$ cat src/rtl/wb_mailbox_slave.sv
// Wishbone B4 classic mailbox slave: TX FIFO (bus->local), RX FIFO (local->bus).
// Optional irq_o output is built when WB_MBOX_IRQ_EN is defined.
module wb_mailbox_slave #(
  parameter int DEPTH_LOG2 = 3
) (
  input  logic        wb_clk_i,
  input  logic        wb_rst_n_i,
  input  logic [31:0] wb_adr_i,
  input  logic [31:0] wb_dat_i,
  input  logic [3:0]  wb_sel_i,
  input  logic        wb_we_i,
  input  logic        wb_cyc_i,
  input  logic        wb_stb_i,
  input  logic [2:0]  wb_cti_i,
  input  logic [1:0]  wb_bte_i,
  output logic [31:0] wb_dat_o,
  output logic        wb_ack_o,
  output logic        wb_err_o,
  output logic        wb_rty_o,
  output logic [31:0] tx_data_o,
  output logic        tx_valid_o,
  input  logic        tx_ready_i,
  input  logic [31:0] rx_data_i,
  input  logic        rx_valid_i,
  output logic        rx_ready_o
`ifdef WB_MBOX_IRQ_EN
  ,
  output logic        irq_o
`endif
);

  localparam int DEPTH = 1 << DEPTH_LOG2;
  localparam int CW    = DEPTH_LOG2 + 1;

  typedef logic [DEPTH_LOG2-1:0] ptr_t;
  typedef logic [CW-1:0]         cnt_t;

  logic [31:0] tx_mem [DEPTH];
  logic [31:0] rx_mem [DEPTH];
  ptr_t tx_rd, tx_wr, rx_rd, rx_wr;
  cnt_t tx_cnt, rx_cnt;

  logic tx_empty, tx_full, rx_empty, rx_full;
  logic req, bad, ok;
  logic tx_push, tx_pop, rx_push, rx_pop;
  logic ctrl_wr, tx_flush, rx_flush;
  logic irq_en;
  logic [31:0] status, rdata;
  logic unused_ok;

  assign unused_ok = ^{wb_cti_i, wb_bte_i, wb_adr_i[31:4], wb_adr_i[1:0]};

  assign tx_empty = (tx_cnt == '0);
  assign tx_full  = (tx_cnt == cnt_t'(DEPTH));
  assign rx_empty = (rx_cnt == '0);
  assign rx_full  = (rx_cnt == cnt_t'(DEPTH));

  assign status = {8'h00, 8'(rx_cnt), 8'(tx_cnt), 4'h0,
                   rx_full, rx_empty, tx_full, tx_empty};

  assign req = wb_cyc_i & wb_stb_i & ~wb_ack_o & ~wb_err_o;

  always_comb begin
    bad   = 1'b0;
    rdata = 32'h0;
    unique case (wb_adr_i[3:2])
      2'd0: begin
        bad   = wb_we_i ? (tx_full || wb_sel_i != 4'hF) : rx_empty;
        rdata = rx_mem[rx_rd];
      end
      2'd1: begin
        bad   = wb_we_i;
        rdata = status;
      end
      2'd2: rdata = {29'd0, irq_en, 2'b00};
      default: bad = 1'b1;
    endcase
  end

  assign ok       = req & ~bad;
  assign tx_push  = ok & wb_we_i & (wb_adr_i[3:2] == 2'd0);
  assign rx_pop   = ok & ~wb_we_i & (wb_adr_i[3:2] == 2'd0);
  assign ctrl_wr  = ok & wb_we_i & (wb_adr_i[3:2] == 2'd2) & (|wb_sel_i);
  assign tx_flush = ctrl_wr & wb_dat_i[0];
  assign rx_flush = ctrl_wr & wb_dat_i[1];

  assign tx_valid_o = ~tx_empty;
  assign tx_data_o  = tx_mem[tx_rd];
  assign tx_pop     = tx_valid_o & tx_ready_i & ~tx_flush;

  // a bus pop frees the slot, so a full RX FIFO still takes a push that cycle
  assign rx_ready_o = ~rx_full | rx_pop;
  assign rx_push    = rx_valid_i & rx_ready_o & ~rx_flush;

  assign wb_rty_o = 1'b0;

  always_ff @(posedge wb_clk_i or negedge wb_rst_n_i) begin
    if (!wb_rst_n_i) begin
      wb_ack_o <= 1'b0;
      wb_err_o <= 1'b0;
      wb_dat_o <= 32'h0;
    end else begin
      wb_ack_o <= ok;
      wb_err_o <= req & bad;
      wb_dat_o <= (ok & ~wb_we_i) ? rdata : 32'h0;
    end
  end

  always_ff @(posedge wb_clk_i or negedge wb_rst_n_i) begin
    if (!wb_rst_n_i) begin
      tx_rd  <= '0;
      tx_wr  <= '0;
      tx_cnt <= '0;
    end else if (tx_flush) begin
      tx_rd  <= '0;
      tx_wr  <= '0;
      tx_cnt <= '0;
    end else begin
      if (tx_push) tx_wr <= tx_wr + 1'b1;
      if (tx_pop)  tx_rd <= tx_rd + 1'b1;
      tx_cnt <= tx_cnt + cnt_t'(tx_push) - cnt_t'(tx_pop);
    end
  end

  always_ff @(posedge wb_clk_i or negedge wb_rst_n_i) begin
    if (!wb_rst_n_i) begin
      rx_rd  <= '0;
      rx_wr  <= '0;
      rx_cnt <= '0;
    end else if (rx_flush) begin
      rx_rd  <= '0;
      rx_wr  <= '0;
      rx_cnt <= '0;
    end else begin
      if (rx_push) rx_wr <= rx_wr + 1'b1;
      if (rx_pop)  rx_rd <= rx_rd + 1'b1;
      rx_cnt <= rx_cnt + cnt_t'(rx_push) - cnt_t'(rx_pop);
    end
  end

  always_ff @(posedge wb_clk_i) begin
    if (tx_push) tx_mem[tx_wr] <= wb_dat_i;
    if (rx_push) rx_mem[rx_wr] <= rx_data_i;
  end

`ifdef WB_MBOX_IRQ_EN
  always_ff @(posedge wb_clk_i or negedge wb_rst_n_i) begin
    if (!wb_rst_n_i) begin
      irq_en <= 1'b0;
      irq_o  <= 1'b0;
    end else begin
      if (ctrl_wr) irq_en <= wb_dat_i[2];
      irq_o <= irq_en & (~rx_empty | tx_empty);
    end
  end
`else
  assign irq_en = 1'b0;
`endif

endmodule

$ cat config.mk
export PLATFORM = sky130hd
export DESIGN_NAME = wb_mailbox_slave
export DESIGN_NICKNAME = d
export VERILOG_FILES = /design/src/rtl/wb_mailbox_slave.sv
export SDC_FILE = /design/constraint.sdc
export NUM_CORES = 1
export LEC_CHECK = 0
export BUFFER_PORTS_ARGS = -buffer_cell sky130_fd_sc_hd__buf_2
export CAP_MARGIN = 25
export CORE_ASPECT_RATIO = 1.1
export CORE_MARGIN = 4
export CORE_UTILIZATION = 35
export CTS_BUF_LIST = sky130_fd_sc_hd__clkbuf_16
export DETAILED_ROUTE_END_ITERATION = 10
export GPL_TIMING_DRIVEN = 0
export HOLD_SLACK_MARGIN = 0.03
export MAX_ROUTING_LAYER = met4
export SLEW_MARGIN = 5
export SYNTH_ARGS = -nofsm -noshare
export SYNTH_HDL_FRONTEND = slang
export SYNTH_SLANG_ARGS = --single-unit
$ cat constraint.sdc
create_clock -name wb_clk_i -period 16.8 [get_ports wb_clk_i]
set_clock_uncertainty 0.15 [all_clocks]
set_input_delay 3.36 -clock wb_clk_i [delete_from_list [all_inputs] [get_ports wb_clk_i]]
set_output_delay 3.36 -clock wb_clk_i [all_outputs]
set_load 0.02 [all_outputs]
==> results of run 1 <==
-- per-stage QoR --
step / utilization / area [µm²] / hold slack [ns] / total power, mW / std cells
global placement: 0.383 / 23500 / 0.436 / 2.77 / 1960
detailed placement: 0.394 / 24200 / 0.448 / 2.82 / 2006
finish: 0.425 / 26000 / 0.443 / 4.00 / 2125
global route: 0.425 / 26000 / 0.477 / 4.19 / 2122
floorplan: - / 21700 / 0.378 / 2.47 / 993
CTS: 0.424 / 26000 / 0.451 / 4.06 / 2116
-- cells in the mapped netlist, drive strengths merged (4+ instances only) --
cell,number,area share
nand3,5,0.0012
mux4,128,0.13
a211oi,18,0.0065
dfrtp,54,0.062
nor3b,4,0.0016
a21oi,9,0.0021
xnor2,5,0.0020
ha,16,0.0092
nor3,4,0.0014
nor2,49,0.0085
or3,5,0.0017
clkbuf,26,0.0045
edfxtp,512,0.71
o21ai,7,0.0020
mux2i,25,0.012
mux2,33,0.017
nor2b,15,0.0043
inv,13,0.0022
buf,23,0.0056
nand2,9,0.0016
-- power breakdown --
part / switching [mW] / total, mW / internal, mW
clock network: 0.525 / 1.23 / 0.708
logic: 0.573 / 1.07 / 0.495
registers: 0.0392 / 1.70 / 1.66
-- worst max-delay path, cell delays in order --
cell	delay, ns
buf_2	0.13
nor2_1	0.31
o21ai_2	0.20
nand4b_1	0.44
clkbuf_1	0.58
nand2_1	0.16
buf_2	0.20
-- metal layers --
layer | track usage | vias up
met5 | - | -
met4 | 0.0318 | 0
met3 | 0.0289 | 60
met2 | 0.243 | 255
met1 | 0.189 | 5474
li1 | - | 4597
-- flip-flops by register name (all words and copies together), names as in the netlist --
signal and cells:
rx_mem 256, tx_mem 256, wb_dat_o 32, rx_cnt 4
tx_cnt 4, rx_rd 3, rx_wr 3, tx_rd 3
tx_wr 3, wb_ack_o 1, wb_err_o 1
-- cells by family after synthesis --
| family | synth area share |
|---|---|
| flops | 0.770 |
| simple gates | 0.0267 |
| xor+xnor | 0.00323 |
| compound gates | 0.0151 |
| fa+ha+maj | 0.0111 |
| mux | 0.161 |
| buf+inv | 0.0124 |
| other cells | 0.000173 |
-- layout make-up --
| cell class | count | area, µm² | share of cell area |
|---|---|---|---|
| Antenna cell | 9 | 22.5 | 0.000865 |
| Clock buffer | 60 | 1500 | 0.0576 |
| Clock inverter | 50 | 360 | 0.0138 |
| Multi-Input combinational cell | 365 | 4840 | 0.186 |
| Buffer | 49 | 220 | 0.00845 |
| Timing Repair Buffer | 189 | 1300 | 0.0498 |
| Inverter | 13 | 48.8 | 0.00187 |
| Tap cell | 824 | 1030 | 0.0396 |
| Sequential cell | 566 | 16700 | 0.642 |
-- path summary, 6_finish.rpt --
check | to | slack, ns | cells after the start
worst min-delay path | wb_dat_o[11]$_DFF_PN0_ | 0.44 | 2
worst max-delay path | rx_ready_o | 7.90 | 7
min in group asynchronous | wb_dat_o[23]$_DFF_PN0_ | 2.69 | 1
max in group asynchronous | tx_wr[1]$_DFFE_PN0P_ | 13.25 | 1
worst max register to register | rx_cnt[2]$_DFF_PN0_ | 13.02 | 13
worst min register to register | wb_dat_o[11]$_DFF_PN0_ | 0.44 | 2
==> impl_results.md, run 1 <==
- Rel. slew slack: 0.358
- Most common cell after layout, fill and taps aside: edfxtp_1
- Beginning of the critical path: wb_adr_i[3]
- Die area: 66100 µm²
- Top FF cell, synth: edfxtp_1
- DRC: 0
- Period utilization: 0.530
- P&R area growth vs syn: 19.9%
- Critical path data required time: 13.29 ns
- Clock Sink Count: 566
- Critical path class: in2out
- Die H: 269 µm
- Fmax: 112 MHz
- WL met1: 19.8 mm
- # port buffers: 143
- Syn_area_per_cell: around 22 µm²
- Hold Vio Cnt, Final: 0
- RePlAce Congestion: 0.738
- Sequential area share after synthesis: 0.770
- Core area: ~60000 µm²
- Share of cells above drive strength 1: 0.365
- Final ANT Viol Nets: 0
- TNS Setup: 0 ns
- # rows: between 90 and 100
- DP Worst Slack: 7.81 ns
- Max-slew violations: 0
- Skew-Pair Late Insertion Delay: between 0.6 and 0.7 ns
- Crit-path max FO: 10
- Initial DRT Pass Iterations: 5
- Wire per inst: 22.3 µm
- DIE WIDTH: between 200 and 250 µm
- Syn Inst Count: 993
- Max-cap violations: 0
- HP Class: reg2reg
- First-pass GRT wire length: 70.9 mm
- Vias in the first global route: 10900
- RSZ-0062 raised after global routing: false
- Total number of yosys warnings: 0
- P per Cell Area: 154 nW/µm²
- Aggregate global routing overflow: 0
- Setup Buffers After CTS: 0
- Initial Util: 0.354
- FFs w/ async S/R, synth: 0.0954
- Setup slack after layout: 7.90 ns
- Status: finished clean
- Aggregate global-route resource usage: 0.146
- Syn_nets: 1123
- Vias: 10400
- Critical path startpoint category: input pin
- Hold_buf cts: 0
- Synth Register Bits: between 500 and 600
- Post-CTS Resized: 0
- Most frequent cells in the layout: edfxtp_1 (512), buf_2 (156), mux4_2 (128)
- DR top layer: met4
- Worst-case clock buffer depth: 3
- Drt initial violations: about 700
- Detailed Route WL: 47.4 mm
- Register clock-pin slew on the reported worst setup and hold paths: 0.06 ns
- Leakage: between 8 and 9 nW
- Setup crit end kind: output port
- Hold wc startpoint: tx_cnt[3]$_DFF_PN0_
- Post-synth EDFFs: 512
- Slew @ Worst Pin: 0.963 ns
- Clock Tree Root: clkbuf_16
- Fill count: 5391
- CTS tree: built
- Worst vdd ir: 0.0933 mV
- Fin crit period: 8.91 ns
- Cell Area, Synth: 21700 µm²
- Boundary Pins: 181
- DP HPWL: around 32 mm
- Initial antenna violation count: 8
- Met3 wire length: 2.73 mm
- Nets: between 1000 and 1500
- H-tree levels: 2
- CTS buffer count: 59
- Largest net degree at the start of global routing: 55
- Average vias per placed instance: 4.89
- Wire length on met2: 24.1 mm
- Final setup violation count: 0
- Netlist cell types: roughly 50
- Worst R2R Start: rx_cnt[2]$_DFF_PN0_
- Arr. time, crit path: between 5 and 6 ns
Power figures use the tool's default switching activity.
==> run 2: changes to the inputs <==
--- a/config.mk
+++ b/config.mk
@@ -5,6 +5,7 @@
 export SDC_FILE = /design/constraint.sdc
 export NUM_CORES = 1
 export LEC_CHECK = 0
+export ABC_AREA = 1
 export BUFFER_PORTS_ARGS = -buffer_cell sky130_fd_sc_hd__buf_2
 export CAP_MARGIN = 25
 export CORE_ASPECT_RATIO = 1.1
==> constraint.sdc (replaced) <==
create_clock -name wb_clk_i -period 9 [get_ports wb_clk_i]
set_clock_uncertainty 0.15 [all_clocks]
set_input_delay 1.8 -clock wb_clk_i [delete_from_list [all_inputs] [get_ports wb_clk_i]]
set_output_delay 1.8 -clock wb_clk_i [all_outputs]
set_load 0.02 [all_outputs]
==> run 2 against run 1 <==
Net effect:
- sequential power is 86% higher
- via count up 36%
- highest routed layer unchanged
- global-route usage up 2.5 points
==> impl_results.md, run 2 <==
- DRC: 0 (unchanged)
- Largest net degree at the start of global routing: 55 (unchanged)
- Max-cap violations: 0 (unchanged)
- Critical path startpoint category: input pin (unchanged)
- DP HPWL: 38.7 mm (was 31.7 mm)
- Detailed Route WL: 57.4 mm (was 47.4 mm)
- TNS Setup: 0 ns (unchanged)
- Boundary Pins: 181 (unchanged)
- Aggregate global-route resource usage: 0.172 (was 0.146)
- Total number of yosys warnings: 0 (unchanged)
- CP max stage cell: nor2_2 (was clkbuf_1)
- Slew @ Worst Pin: 0.955 ns (was 0.963 ns)
- Post-synth EDFFs: 512 (unchanged)
- Top cell type's share of synthesized area: 0.693 (was 0.708)
- Post-CTS Resized: 0 (unchanged)
- Clock Tree Root: clkbuf_16 (unchanged)
- Most numerous cell in the Yosys netlist: edfxtp_1 (unchanged)
- Crit-path max FO: 7 (was 10)
- H-tree levels: 2 (unchanged)
- Initial Util: 0.355 (was 0.354)
- Top FF cell, synth: edfxtp_1 (unchanged)
- # port buffers: 144 (was 143)
- Share of cells above drive strength 1: 0.169 (was 0.365)
- Setup crit end kind: output port (unchanged)
- Clock Sink Count: 566 (unchanged)
- Critical path data required time: 7.05 ns (was 13.29 ns)
- Most frequent cells in the layout: edfxtp_1 (512), nor2_1 (401), o21ai_0 (199) (was edfxtp_1 (512), buf_2 (156), mux4_2 (128))
- CP Cell Sequence: buf_2 > nand2_1 > inv_1 > nand2_1 > nor2_1 > nor2_1 > nor2_2 > nand4_4 > nand2_4 > buf_2 (was buf_2 > nor2_1 > o21ai_2 > nand4b_1 > clkbuf_1 > nand2_1 > buf_2)
- DIE WIDTH: 248 µm (was 246 µm)
- Final setup violation count: 0 (unchanged)
- DP Cell Count: 2679 (was 2006)
- Rel. slew slack: 0.360 (was 0.358)
- Nets: 2035 (was 1373)
- First-pass GRT wire length: 85.7 mm (was 70.9 mm)
- CTS buffer count: 57 (was 59)
- Syn_nets: 1799 (was 1123)
- Setup slack after layout: 3.80 ns (was 7.90 ns)
- Register clock-pin slew on the reported worst setup and hold paths: 0.05 ns (was 0.06 ns)
- Max stage delay on crit path: 0.27 ns (was 0.58 ns)
- HP Class: reg2reg (unchanged)
- Vias: 14100 (was 10400)
- Skew-Pair Late Insertion Delay: 0.60 ns (was 0.61 ns)
- Register area: 16700 µm² (unchanged)
- Cell taking the most area after synthesis: edfxtp_1 (unchanged)
- Period utilization: 0.578
- Area post-placement: 24500 µm² (was 24200 µm²)
- Fmax: 192 MHz
- Most common cell after layout, fill and taps aside: edfxtp_1 (unchanged)
- Fin crit period: 5.20 ns
- Syn_area_per_cell: 13.3 µm² (was 21.9 µm²)
- Biggest regs: rx_mem x256, tx_mem x256, wb_dat_o x32 (unchanged)
- Sequential area share after synthesis: 0.754 (was 0.770)
- Critical path class: in2out (unchanged)
- Initial antenna violation count: 5 (was 8)
- Register-to-Register Path Depth: 16 (was 13)
- Hold_buf cts: 0 (unchanged)
- Setup Buffers After CTS: 0 (unchanged)
- Average vias per placed instance: 5.05 (was 4.89)
- Worst-case clock buffer depth: 3 (unchanged)
- RSZ-0062 raised after global routing: false (unchanged)
- Drt initial violations: 1085 (was 706)
- Ranking of synthesized cells by area: edfxtp_1 (69%), nor2_1 (6.9%), dfrtp_1 (6.1%) (was edfxtp_1 (71%), mux4_2 (13%), dfrtp_1 (6.2%))
- P per Cell Area: 292 nW/µm² (was 154 nW/µm²)
- RePlAce Congestion: 0.804 (was 0.738)
- Die area: 67500 µm² (was 66100 µm²)
- Cell Area, Synth: 22200 µm² (was 21700 µm²)
- Final ANT Viol Nets: 0 (unchanged)
- FFs w/ async S/R, synth: 0.0954 (unchanged)
- CTS tree: built (unchanged)
- P&R area growth vs syn: 18.2% (was 19.9%)
- Syn Inst Count: 1669 (was 993)
- Hold Vio Cnt, Final: 0 (unchanged)
- Leakage: 9.29 nW (was 8.81 nW)
- DP Worst Slack: 3.77 ns (was 7.81 ns)
- Max-slew violations: 0 (unchanged)
- Arr. time, crit path: 3.25 ns (was 5.39 ns)
- Status: finished clean (unchanged)
- Vias in the first global route: 14200 (was 10900)
- Aggregate global routing overflow: 0 (unchanged)
- Cell area after layout: 26200 µm² (was 26000 µm²)
- Multi-input logic area: 4950 µm² (was 4840 µm²)
- Netlist cell types: 38 (was 49)
- Core area: 62600 µm² (was 61300 µm²)
- Synth Register Bits: 566 (unchanged)
- Die H: 272 µm (was 269 µm)
- Wire per inst: 20.6 µm (was 22.3 µm)
- Synth cell count leaders: edfxtp_1 (512), nor2_1 (409), o21ai_0 (199), nand2_1 (79), clkbuf_1 (56) (was edfxtp_1 (512), mux4_2 (128), dfrtp_1 (54), nor2_1 (49), mux2_2 (33))
- Design Power: 7.67 mW (was 4.00 mW)
- Initial DRT Pass Iterations: 5 (unchanged)
- Worst hold stages: 2 (unchanged)
- Worst vdd ir: 0.183 mV (was 0.0933 mV)
- # rows: 96 (was 95)
- Final non-filler cell total: 2791 (was 2125)
- Fill count: 5715 (was 5391)
-- run 2: changes by cell type after synthesis, moves of 32 or more --
cell / previous run / this run
a31oi_1: 0 / 32
nor2_1: 49 / 409
nand2_1: 9 / 79
o22ai_1: 0 / 38
o21ai_0: 5 / 199
mux4_2: 128 / 0
mux2_2: 33 / 0
o32ai_1: 0 / 40
-- run 2: power breakdown --
part           switching (mW)  internal [mW]  leakage, nW  total, mW
clock                   0.965           1.22        0.904       2.19
sequential             0.0824           3.09         5.34       3.17
combinational            1.61          0.702         3.04       2.32
total                    2.66           5.01         9.29       7.67
-- run 2: per-layer routing --
metal / up-vias / routed length (µm) / GRT usage
met4: 0 / 1570 / 0.0588
met5: - / 0 / -
met2: 414 / 29600 / 0.296
met1: 6988 / 22600 / 0.207
li1: 6602 / - / -
met3: 96 / 3620 / 0.0258
-- run 2: cells by family after synthesis --
kind of cell               count (synthesis)  share of synthesized area
xor gates and xnor gates                   5                    0.00197
AOI/OAI and AO/OA                        373                     0.0982
and+or+nand+nor                          547                     0.0990
other                                      1                   0.000169
adders and majority gates                 18                     0.0108
DFF                                      566                      0.754
buffers and inverters                    141                     0.0281
muxes                                     18                    0.00812
-- run 2: worst max-delay path: cells and delay by family --
kind	cells	cell delay, ns
buffers and inverters	3	0.42
and+or+nand+nor	7	1.03
-- run 2: worst paths after layout --
path,from,endpoint,slack [ns]
min in group asynchronous,wb_rst_n_i,wb_dat_o[23]$_DFF_PN0_,1.12
min reg2reg,tx_rd[2]$_DFFE_PN0P_,tx_rd[2]$_DFFE_PN0P_,0.38
min,tx_rd[2]$_DFFE_PN0P_,tx_rd[2]$_DFFE_PN0P_,0.38
max,wb_we_i,rx_ready_o,3.80
max reg2reg,tx_cnt[2]$_DFF_PN0_,rx_cnt[2]$_DFF_PN0_,5.58
max in group asynchronous,wb_rst_n_i,tx_rd[2]$_DFFE_PN0P_,7.00
-- run 2: through the flow --
step           hold slack (ns)  utilization
2_1_floorplan            0.358            -
3_3_place_gp             0.375        0.383
3_5_place_dp             0.374        0.391
4_1_cts                  0.383        0.419
5_1_grt                  0.426        0.419
6_report                 0.380        0.419
-- run 2: final cells by class --
cell class                 instances  share of cell area
tap                              833              0.0397
clock buffer                      58              0.0553
sequential                       566               0.637
timing repair buffer             177              0.0438
antenna                            7            0.000668
inverter                          40             0.00572
multi-input combinational        962               0.188
buffer                           101              0.0181
clock inverter                    47              0.0108
